### src/rtl/cellrv32_npu_pkg.sv
// rtl/cellrv32_npu_pkg.sv - shared types and constants for the NPU FIFO reader
package cellrv32_npu_pkg;

    typedef enum logic [1:0] {
        IDLE,
        RUN,
        DONE
    } npu_rd_state_t;

    localparam int NPU_RD_SKID_DEPTH = 2;

endpackage

### src/rtl/cellrv32_npu_skid_buf.sv
// rtl/cellrv32_npu_skid_buf.sv - 2-entry skid buffer with push port, valid/ready pop port and flush
module cellrv32_npu_skid_buf
    import cellrv32_npu_pkg::*;
#(
    parameter int W = 9
) (
    input  logic         clk_i,
    input  logic         rst_i,
    input  logic         flush_i,
    input  logic         push_i,
    input  logic [W-1:0] push_data_i,
    output logic [W-1:0] pop_data_o,
    output logic         pop_valid_o,
    input  logic         pop_ready_i,
    output logic [1:0]   count_o
);

    logic [W-1:0] mem_q [NPU_RD_SKID_DEPTH];
    logic         rd_ptr_q;
    logic         wr_ptr_q;
    logic [1:0]   count_q;
    logic         pop;

    assign pop         = pop_valid_o && pop_ready_i;
    assign pop_valid_o = (count_q != 2'd0);
    assign pop_data_o  = mem_q[rd_ptr_q];
    assign count_o     = count_q;

    // The reader never pushes into a full buffer, so no overflow guard is needed here.
    always_ff @(posedge clk_i) begin
        if (rst_i) begin
            for (int i = 0; i < NPU_RD_SKID_DEPTH; i++) begin
                mem_q[i] <= '0;
            end
            rd_ptr_q <= 1'b0;
            wr_ptr_q <= 1'b0;
            count_q  <= 2'd0;
        end else if (flush_i) begin
            rd_ptr_q <= 1'b0;
            wr_ptr_q <= 1'b0;
            count_q  <= 2'd0;
        end else begin
            if (push_i) begin
                mem_q[wr_ptr_q] <= push_data_i;
                wr_ptr_q        <= ~wr_ptr_q;
            end
            if (pop) begin
                rd_ptr_q <= ~rd_ptr_q;
            end
            count_q <= count_q + {1'b0, push_i} - {1'b0, pop};
        end
    end

endmodule

### src/rtl/cellrv32_npu_fifo_reader.sv
// rtl/cellrv32_npu_fifo_reader.sv - pops a programmed number of FIFO words onto a valid/ready stream
module cellrv32_npu_fifo_reader
    import cellrv32_npu_pkg::*;
#(
    parameter int DATA_W = 8,
    parameter int LEN_W  = 16
) (
    input  logic              clk_i,
    input  logic              rst_i,
    input  logic              start_i,
    input  logic [LEN_W-1:0]  len_i,
    input  logic              abort_i,
    output logic              busy_o,
    output logic              done_o,
    input  logic [DATA_W-1:0] fifo_data_i,
    input  logic              fifo_empty_i,
    output logic              fifo_nxt_o,
    output logic [DATA_W-1:0] m_data_o,
    output logic              m_valid_o,
    output logic              m_last_o,
    input  logic              m_ready_i
);

    npu_rd_state_t     state_q, state_d;
    logic [LEN_W-1:0]  pop_rem_q;
    logic [LEN_W-1:0]  out_rem_q;
    logic              nxt_q;
    logic              pop;
    logic              hs;
    logic              flush;
    logic [1:0]        skid_cnt;
    logic [DATA_W:0]   head;
    logic              head_valid;

    assign flush = abort_i && (state_q != IDLE);

    // The empty flag lags a pop by one cycle, so never pop back-to-back.
    assign pop = (state_q == RUN) && !fifo_empty_i && (pop_rem_q != '0) &&
                 !nxt_q && (skid_cnt < 2'd2) && !abort_i;

    assign hs = head_valid && m_ready_i;

    cellrv32_npu_skid_buf #(
        .W (DATA_W + 1)
    ) u_skid (
        .clk_i       (clk_i),
        .rst_i       (rst_i),
        .flush_i     (flush),
        .push_i      (pop),
        .push_data_i ({pop_rem_q == LEN_W'(1), fifo_data_i}),
        .pop_data_o  (head),
        .pop_valid_o (head_valid),
        .pop_ready_i (m_ready_i),
        .count_o     (skid_cnt)
    );

    always_comb begin
        state_d = state_q;
        unique case (state_q)
            IDLE: begin
                if (start_i && !abort_i) begin
                    state_d = (len_i != '0) ? RUN : DONE;
                end
            end
            RUN: begin
                if (abort_i) begin
                    state_d = IDLE;
                end else if (hs && (out_rem_q == LEN_W'(1))) begin
                    state_d = DONE;
                end
            end
            DONE:    state_d = IDLE;
            default: state_d = IDLE;
        endcase
    end

    always_ff @(posedge clk_i) begin
        if (rst_i) begin
            state_q   <= IDLE;
            pop_rem_q <= '0;
            out_rem_q <= '0;
            nxt_q     <= 1'b0;
        end else begin
            state_q <= state_d;
            nxt_q   <= pop;
            if (state_q == IDLE) begin
                if (start_i && !abort_i) begin
                    pop_rem_q <= len_i;
                    out_rem_q <= len_i;
                end
            end else if (flush) begin
                pop_rem_q <= '0;
                out_rem_q <= '0;
            end else begin
                if (pop) begin
                    pop_rem_q <= pop_rem_q - LEN_W'(1);
                end
                if (hs && (out_rem_q != '0)) begin
                    out_rem_q <= out_rem_q - LEN_W'(1);
                end
            end
        end
    end

    assign busy_o     = (state_q != IDLE);
    assign done_o     = (state_q == DONE);
    assign fifo_nxt_o = pop;
    assign m_valid_o  = head_valid;
    assign m_data_o   = head[DATA_W-1:0];
    assign m_last_o   = head_valid && head[DATA_W];

endmodule

### config.mk
export PLATFORM = sky130hd
export DESIGN_NAME = cellrv32_npu_fifo_reader
export DESIGN_NICKNAME = d
export VERILOG_FILES = /design/src/rtl/cellrv32_npu_pkg.sv /design/src/rtl/cellrv32_npu_skid_buf.sv /design/src/rtl/cellrv32_npu_fifo_reader.sv
export SDC_FILE = /design/constraint.sdc
export NUM_CORES = 1
export LEC_CHECK = 0
export ABC_AREA = 1
export CORE_MARGIN = 1.5
export CORE_UTILIZATION = 35
export CTS_BUF_LIST = sky130_fd_sc_hd__clkbuf_4 sky130_fd_sc_hd__clkbuf_8
export CTS_CLUSTER_DIAMETER = 80
export DETAILED_ROUTE_END_ITERATION = 6
export GPL_ROUTABILITY_DRIVEN = 0
export SYNTH_ARGS = -nofsm -noshare
export SYNTH_HDL_FRONTEND = slang
export SYNTH_SLANG_ARGS = --single-unit
export TNS_END_PERCENT = 5
### constraint.sdc
create_clock -name clk_i -period 4 [get_ports clk_i]
set_clock_uncertainty 0.05 [all_clocks]
set_input_delay 1.2 -clock clk_i [delete_from_list [all_inputs] [get_ports clk_i]]
set_output_delay 1.2 -clock clk_i [all_outputs]
set_load 0.005 [all_outputs]
* Word-level counts from Yosys, hierarchy flattened
Memory sizes are Yosys's and may differ from the RTL's. A register that Yosys moved wholly into a read port is not among the register bits.
Cells that the tools add are included.
** Word-level totals
- Bits in registers :: 39
- Bits in writable memories :: 18
- Word-level logic and storage cells :: 71
- Memories kept :: 1
** Memory list
- u_skid.mem_q :: words 2, width 9, read ports 1, clocked after memory_dff 1, write ports 2, line cellrv32_npu_skid_buf.sv:18 : logic [W-1:0] mem_q [NPU_RD_SKID_DEPTH];
** Operators by class
- Add/subtract/negate cells :: 4
- Magnitude comparators :: 1
- Equality and inequality tests :: 6
- Mux-type cells :: 23
- Bitwise logic cells :: 2
- Reductions and logical operators :: 27
** Operator list (number)
- $mux W16 :: 7
- $reduce_bool A16 Y1 :: 3
- $eq A16 B1 Y1 const B :: 2
- $sub A16 B1 Y16 const B :: 2
- $logic_and A1 B1 Y1 :: 11
- $mux W1 :: 10
- $mux W9 :: 1
- $reduce_or A9 Y1 :: 1
- $mux W2 :: 4
- $reduce_and A2 Y1 :: 3
- $reduce_bool A3 Y1 :: 2
- $pmux W2 S2 :: 1
- $reduce_bool A2 Y1 :: 2
- $logic_not A1 Y1 :: 3
- $ne A3 B2 Y1 const B :: 1
- $add A2 B1 Y2 :: 1
- $eq A2 B1 Y1 const B :: 1
- $eq A2 B2 Y1 const B :: 1
- $logic_not A2 Y1 :: 1
- $lt A2 B2 Y1 const B :: 1
- $ne A2 B2 Y1 const B :: 1
- $not A1 Y1 :: 2
- $reduce_or A2 Y1 :: 1
- $sub A2 B1 Y2 :: 1

* Depth between registers and ports, before layout
Gate-level depths: netlist (run 1).
- Depth in word-level cells :: 12
- Depth in mapped cells :: 12

* Modules after synthesis
A second synthesis (run 1) with hierarchy kept.
** Unflattened totals
- Cell total of the unflattened synthesis :: 579
- Area total of the unflattened synthesis :: 3729.8 µm²
** By module, submodules not included
- cellrv32_npu_fifo_reader :: times used 1, cells each 485, area an instance 2701.3 µm², seq. area each 700.7 µm²
- cellrv32_npu_skid_buf :: times used 1, cells each 94, area an instance 1028.5 µm², seq. area each 640.6 µm²

* Worst setup path after synthesis (run 1)
OpenSTA, ideal clock, no wires.
- Kind :: input port to output port
- From :: input abort_i
- To :: output fifo_nxt_o
- Data arrival time :: 1.784 ns
- Data required time :: 2.750 ns
- Setup slack :: 0.966 ns
- Stages on the path :: 6
- Cells stage by stage :: inv_2 > nand3_2 > nor2_2 > nand2_4 > buf_4 > inv_1
** Between the ends
- Cells in the longest elaborated chain, start to end :: 2
** Ends and longest elaborated chain
- start, declared :: line cellrv32_npu_fifo_reader.sv:12 : input logic abort_i,
- $logic_not A1 Y1 :: line cellrv32_npu_fifo_reader.sv:39 : !nxt_q && (skid_cnt < 2'd2) && !abort_i;
- $logic_and A1 B1 Y1 :: line cellrv32_npu_fifo_reader.sv:39
- end, declared :: line cellrv32_npu_fifo_reader.sv:17 : output logic fifo_nxt_o,
No other way between the ends.

* Worst setup path after layout (run 1)
Ends and elaborated chain as after synthesis.

==> results of run 1 <==
[flip-flops by register name, indices dropped and copies added (netlist names), named ones only]
name / flops
u_skid.mem_q: 18
out_rem_q: 16
pop_rem_q: 16
state_q: 2
u_skid.count_o: 2
nxt_q: 1
u_skid.rd_ptr_q: 1
u_skid.wr_ptr_q: 1
[metrics by stage]
| stage | cells | hold WS, ps | setup WS (ps) |
|---|---|---|---|
| 2_1_floorplan | 584 | 411 | 966 |
| 3_3_place_gp | 752 | 422 | 175 |
| 3_5_place_dp | 752 | 426 | 144 |
| 4_1_cts | 768 | 454 | 140 |
| 5_1_grt | 768 | 514 | 72.1 |
| 6_report | 768 | 451 | 149 |
[worst min-delay path: cells and delay by family (launching register included)]
kind | cells | cell delay [ps]
AND/OR/NAND/NOR | 1 | 80
AO/OA/AOI/OAI | 1 | 60
flip-flops | 1 | 310
[cell type report]
class,instances,area (um2)
fillers,1083,5870
multi-input cells,446,2070
flip-flops and latches,58,1340
repair buffers,45,443
inverters,67,254
well taps,136,170
clock buffers,9,124
clock inverters,7,101
[synth_stat cells (all sizes together), types with 4 or more instances]
cell,count
a21oi,11
o22ai,4
nand3,41
inv,66
ha,7
nand2,181
o21ai,26
nand4,7
dfxtp,40
nor2,159
buf,11
edfxtp,18
[logic make-up (layout without fill, tap and decap cells)]
family / Yosys count / after routing / synth area share (%)
compound gates: 44 / 44 / 6.19
xor+xnor: 3 / 3 / 0.699
fa+ha+maj: 7 / 7 / 2.33
buf+inv: 80 / 128 / 9.22
flops: 58 / 58 / 35.7
simple gates: 392 / 392 / 45.9
[power by group through the flow]
stage | combinational [mW] | clock [mW] | sequential [mW]
final | 0.554 | 0.634 | 0.715
after global routing | 0.631 | 0.669 | 0.724
after CTS | 0.553 | 0.642 | 0.714
after detailed placement | 0.550 | 0 | 0.727
after global placement | 0.543 | 0 | 0.726
after floorplan | 0.412 | 0 | 0.711
[placed cells by master, fill, tap and decap left out, types with 5 or more instances in the layout]
master           Yosys  routed
a21oi_1             11      11
clkdlybuf4s50_1      0      42
nand3_1             38      38
nand2_2              7       7
edfxtp_1            18      18
nor2_1             147     147
nor2_4               5       5
nand4_1              7       7
o21ai_0             26      26
inv_1               61      61
nand2_1            169     169
nand2_4              5       5
dfxtp_1             40      40
clkbuf_8             0       9
ha_1                 7       7
[routing by layer]
layer / vias to the layer above / global-route usage (%) / part of all wire (%)
met5: - / 0 / 0
met4: 0 / 4.57 / 0.88
met3: 8 / 3.28 / 6.0
met2: 96 / 28.2 / 45
met1: 1677 / 25.5 / 48
li1: 1906 / - / -
[worst max-delay path by stage]
| stage | cells after the start | slack [ps] | to |
|---|---|---|---|
| after floorplan | 6 | 970 | fifo_nxt_o |
| after global placement | 7 | 170 | fifo_nxt_o |
| after detailed placement | 7 | 140 | fifo_nxt_o |
| after CTS | 7 | 140 | fifo_nxt_o |
| after global routing | 7 | 70 | fifo_nxt_o |
| final | 7 | 150 | fifo_nxt_o |
==> flow_summary.yaml, run 1 <==
hold_path:
  hold_path_class: "flop to flop"
  holdPathStages: 2
  holdPathEnd: "u_skid.rd_ptr_q"
  hold_start: "u_skid.rd_ptr_q"
grt:
  grt_overflow: 0
  grt_pass1_wl_um: 16100
  grt_usage_pct: 18.0
  antenna_found_initial: 0
  grt_max_degree: 27
  first_global_vias: 3357
synth:
  syn_nets: 621
  ys_async_sr_fraction_pct: 0
  ys_ff_latch: 58
  synth_ff_type: "dfxtp_1"
  syn_avg_cell_area_um2: 6.44
  synthDistinctLibCells: 34
  postSynthCellCount: 584
  yosysTopAreaCell: "dfxtp_1"
  synth-seq-area-share_pct: 35.7
  synth_top_area_share_pct: 21.3
  syn_area_um2: 3760
  yosys_warnings: 0
  synth_edf_count: 18
  netlist_top_cells_area: "dfxtp_1 21%, nand2_1 17%, nor2_1 15%, edfxtp_1 14%, inv_1 6.1%"
final_layout:
  nNetsFinal: 664
  antenna_cells: 0
  design_area_um2: 4500
  utilization_pct: 43.4
  drive_above_1_share_pct: 8.39
  area_growth_pct: 19.8
die:
  chipWidth_um: 107
  coreArea_um2: 10400
  io_pins: 43
  die_height_um: 107
  start_util_pct: 36.2
  dieArea_um2: 11400
  rows: 37
sta:
  grt_setup_unrepaired: "no"
  tns_ps: 0
  hold_viol: 0
  finalCriticalPeriod_ps: 3850
  worstMarginPinSlew_ps: 517
  max_freq_mhz: 260
  min_period_over_period_pct: 96.3
  finalSetupViolations: 0
  relSlewSlack_pct: 65.4
  slew_viol_final: 0
status:
  status: "finished, final reports clean"
setup_path:
  path_max_fanout: 3
  cp.arrival_ps: 2600
  worstRegToRegCells: 10
  worstPathRequired_ps: 2750
  path_cells: "clkdlybuf4s50_1 > inv_2 > nand3_2 > nor2_2 > nand2_4 > inv_1 > clkdlybuf4s50_1"
  critPathMaxStageDelay_ps: 490
  endpoint_kind: "primary output"
  critPathKind: "input port to primary output"
  cpMaxStageDelayCell: "clkdlybuf4s50_1"
  start_kind: "input port"
  reg2reg_slack_ps: 1670
  critical_path.startpoint: "abort_i"
  r2r-start: "pop_rem_q[0]"
  path_common_cell: "clkdlybuf4s50_1"
  cp_top_family: "buffers and inverters"
  crit_buf_inv: 4
  regToRegEndpoint: "u_skid.mem_q[1][0]"
placed_design:
  portBuffers: 42
  place_hpwl_um: 7060
  dpl-instance-area_um2: 4280
pwr:
  pwr-share-clk_pct: 33.3
  ir_worst_vdd_mv: 0.179
  power_density_nw_per_um2: 422
  total_power_mw: 1.90
  p_leak_nw: 2.14
  p_sw_mw: 0.681
  switching_share_pct: 35.8
  pwr-share-seq_pct: 37.6
  internal_power_mw: 1.22
  pwr-share-comb_pct: 29.1
routing:
  dr.pass1.iters: 7
  drtIter0Drc: 246
  post_drt_via_cell_ratio: 4.80
  route.detailed.drc: 0
  totalWireLength_um: 9640
  ant_nets: 0
  vias: 3687
  detail_route.wl_per_cell_um: 12.5
clocking:
  clkSlewWorstSetupHoldPaths_ps: 70
  hold_buffers: 0
  clock-sinks: 58
  clk_latency_ps: 340
  cts_buffers: 9
  clockRootBuffer: "clkbuf_8"
  cts_resized: 0
  h-tree-depth: 3
  post_cts_buffers: 0
  cts_tree: "built"
  clock_path_buffers: 2
run:
  cap_violations: 0
(Power assumes the default switching activity.)
==> run 2, diff against run 1 <==
--- a/config.mk
+++ b/config.mk
@@ -7,11 +7,12 @@
 export LEC_CHECK = 0
 export ABC_AREA = 1
 export CORE_MARGIN = 1.5
-export CORE_UTILIZATION = 35
+export CORE_UTILIZATION = 55
 export CTS_BUF_LIST = sky130_fd_sc_hd__clkbuf_4 sky130_fd_sc_hd__clkbuf_8
 export CTS_CLUSTER_DIAMETER = 80
 export DETAILED_ROUTE_END_ITERATION = 6
 export GPL_ROUTABILITY_DRIVEN = 0
+export PLACE_DENSITY = 0.78
 export SYNTH_ARGS = -nofsm -noshare
 export SYNTH_HDL_FRONTEND = slang
 export SYNTH_SLANG_ARGS = --single-unit
==> flow_summary.yaml, run 2 (synthesis results as in run 1) <==
hold_path:
  holdPathStages: 2
  hold_path_class: "flop to flop"
  hold_start: "u_skid.rd_ptr_q"
sta:
  tns_ps: 0
  slew_viol_final: 0
  finalCriticalPeriod_ps: 3870
  finalSetupViolations: 0
  worstMarginPinSlew_ps: 529
  min_period_over_period_pct: 96.8
  grt_setup_unrepaired: "no"
  relSlewSlack_pct: 64.6
  hold_viol: 0
  max_freq_mhz: 258
placed_design:
  place_hpwl_um: 6630
  portBuffers: 42
final_layout:
  regMostFlops: "u_skid.mem_q"
  antenna_cells: 0
  area_growth_pct: 18.3
  reg_top3: "u_skid.mem_q (18), out_rem_q (16), pop_rem_q (16)"
  drive_above_1_share_pct: 8.39
  largest_reg_flops: 18
  final_cell_mix: "169 x nand2_1, 147 x nor2_1, 61 x inv_1"
  final_common_cell: "nand2_1"
  nNetsFinal: 664
clocking:
  clockRootBuffer: "clkbuf_8"
  cts_tree: "built"
  cts_resized: 0
  clock-sinks: 58
  cts_buffers: 9
  clkSlewWorstSetupHoldPaths_ps: 70
  h-tree-depth: 3
  hold_buffers: 0
  clk_latency_ps: 340
  post_cts_buffers: 0
  clock_path_buffers: 2
setup_path:
  worstSetupPathDepth: 7
  worstRegToRegCells: 10
  reg2reg_slack_ps: 1670
  path_max_fanout: 3
  critPathMaxStageDelay_ps: 490
  cp.arrival_ps: 2620
  critPathKind: "input port to primary output"
  start_kind: "input port"
  worstPathRequired_ps: 2750
  endpoint: "fifo_nxt_o"
  regToRegEndpoint: "u_skid.mem_q[1][5]"
  cp_top_family: "buffers and inverters"
  path_cells: "clkdlybuf4s50_1 > inv_2 > nand3_2 > nor2_2 > nand2_4 > inv_1 > clkdlybuf4s50_1"
  endpoint_kind: "primary output"
  r2r-start: "pop_rem_q[0]"
  critical_path.startpoint: "abort_i"
  cpMaxStageDelayCell: "clkdlybuf4s50_1"
  path_common_cell: "clkdlybuf4s50_1"
  crit_buf_inv: 4
routing:
  detail_route.wl_per_cell_um: 13.3
  dr.pass1.iters: 7
  post_drt_via_cell_ratio: 5.27
  vias: 3738
  drtIter0Drc: 255
  ant_nets: 0
  route.detailed.drc: 4
  totalWireLength_um: 9420
die:
  coreArea_um2: 6460
  rows: 29
  start_util_pct: 58.2
  dieArea_um2: 7340
  die_height_um: 85.7
  io_pins: 43
  chipWidth_um: 85.7
pwr:
  total_power_mw: 1.93
  p_sw_mw: 0.656
  pwr-share-clk_pct: 34.5
  pwr-share-comb_pct: 28.5
  switching_share_pct: 33.9
  internal_power_mw: 1.28
  ir_worst_vdd_mv: 0.183
  pwr-share-seq_pct: 37.0
  p_leak_nw: 2.16
  power_density_nw_per_um2: 435
grt:
  grt_max_degree: 27
  first_global_vias: 3472
  grt_overflow: 0
  antenna_found_initial: 0
  grt_pass1_wl_um: 16000
  grt_usage_pct: 27.5
status:
  status: "complete, but fails checks"
  violations: "DRC"
run:
  cap_violations: 0
run 2: cell count changes in the layout (fill, tap and decap cells not counted):
cell	before	now
bufinv_16	2	3
clkinv_2	0	2
clkinv_4	1	0
clkinvlp_4	2	1
inv_6	2	1
run 2: power by group through the flow:
stage / sequential (mW) / combinational [mW] / clock [mW]
floorplan: 0.711 / 0.412 / 0
global placement: 0.725 / 0.530 / 0
detailed placement: 0.726 / 0.541 / 0
CTS: 0.714 / 0.548 / 0.678
global route: 0.723 / 0.628 / 0.701
finish: 0.716 / 0.552 / 0.667
run 2: worst register-to-register path, delay by kind of cell, from the launching register on:
kind,cells,cell delay (ps)
simple gates,7,1040
flops,1,400
buf+inv,2,260
fa+ha+maj,1,260
run 2: metrics by stage:
step	setup WS [ps]	cell area [um2]	instances	hold slack, ps	util (%)
3_5_place_dp	137	4210	693	431	65.1
5_1_grt	79.2	4450	709	483	68.8
3_3_place_gp	170	4210	693	418	65.1
2_1_floorplan	966	3760	584	411	-
6_report	129	4450	709	441	68.8
4_1_cts	132	4450	709	440	68.8
run 2: worst min-delay path by stage:
stage                                  to
after floorplan                      flop
after global placement               flop
after detailed placement  u_skid.rd_ptr_q
after CTS                 u_skid.rd_ptr_q
after global routing                 flop
final                                flop
run 2: layout make-up:
class / count / area (um2)
inverters: 67 / 254
repair buffers: 45 / 443
clock buffers: 9 / 124
multi-input cells: 446 / 2070
flip-flops and latches: 58 / 1340
clock inverters: 7 / 116
fillers: 563 / 2010
well taps: 77 / 96.3
run 2: per-layer routing:
layer  routed length, um  track usage (%)  part of all wire, %  vias to the layer above
met5                   0                0                    0                        -
met4                 193             10.3                  2.0                        0
met3                 649             5.49                  6.9                       21
met2                4450             45.5                   47                      135
met1                4130             35.5                   44                     1677
li1                    -                -                    -                     1905
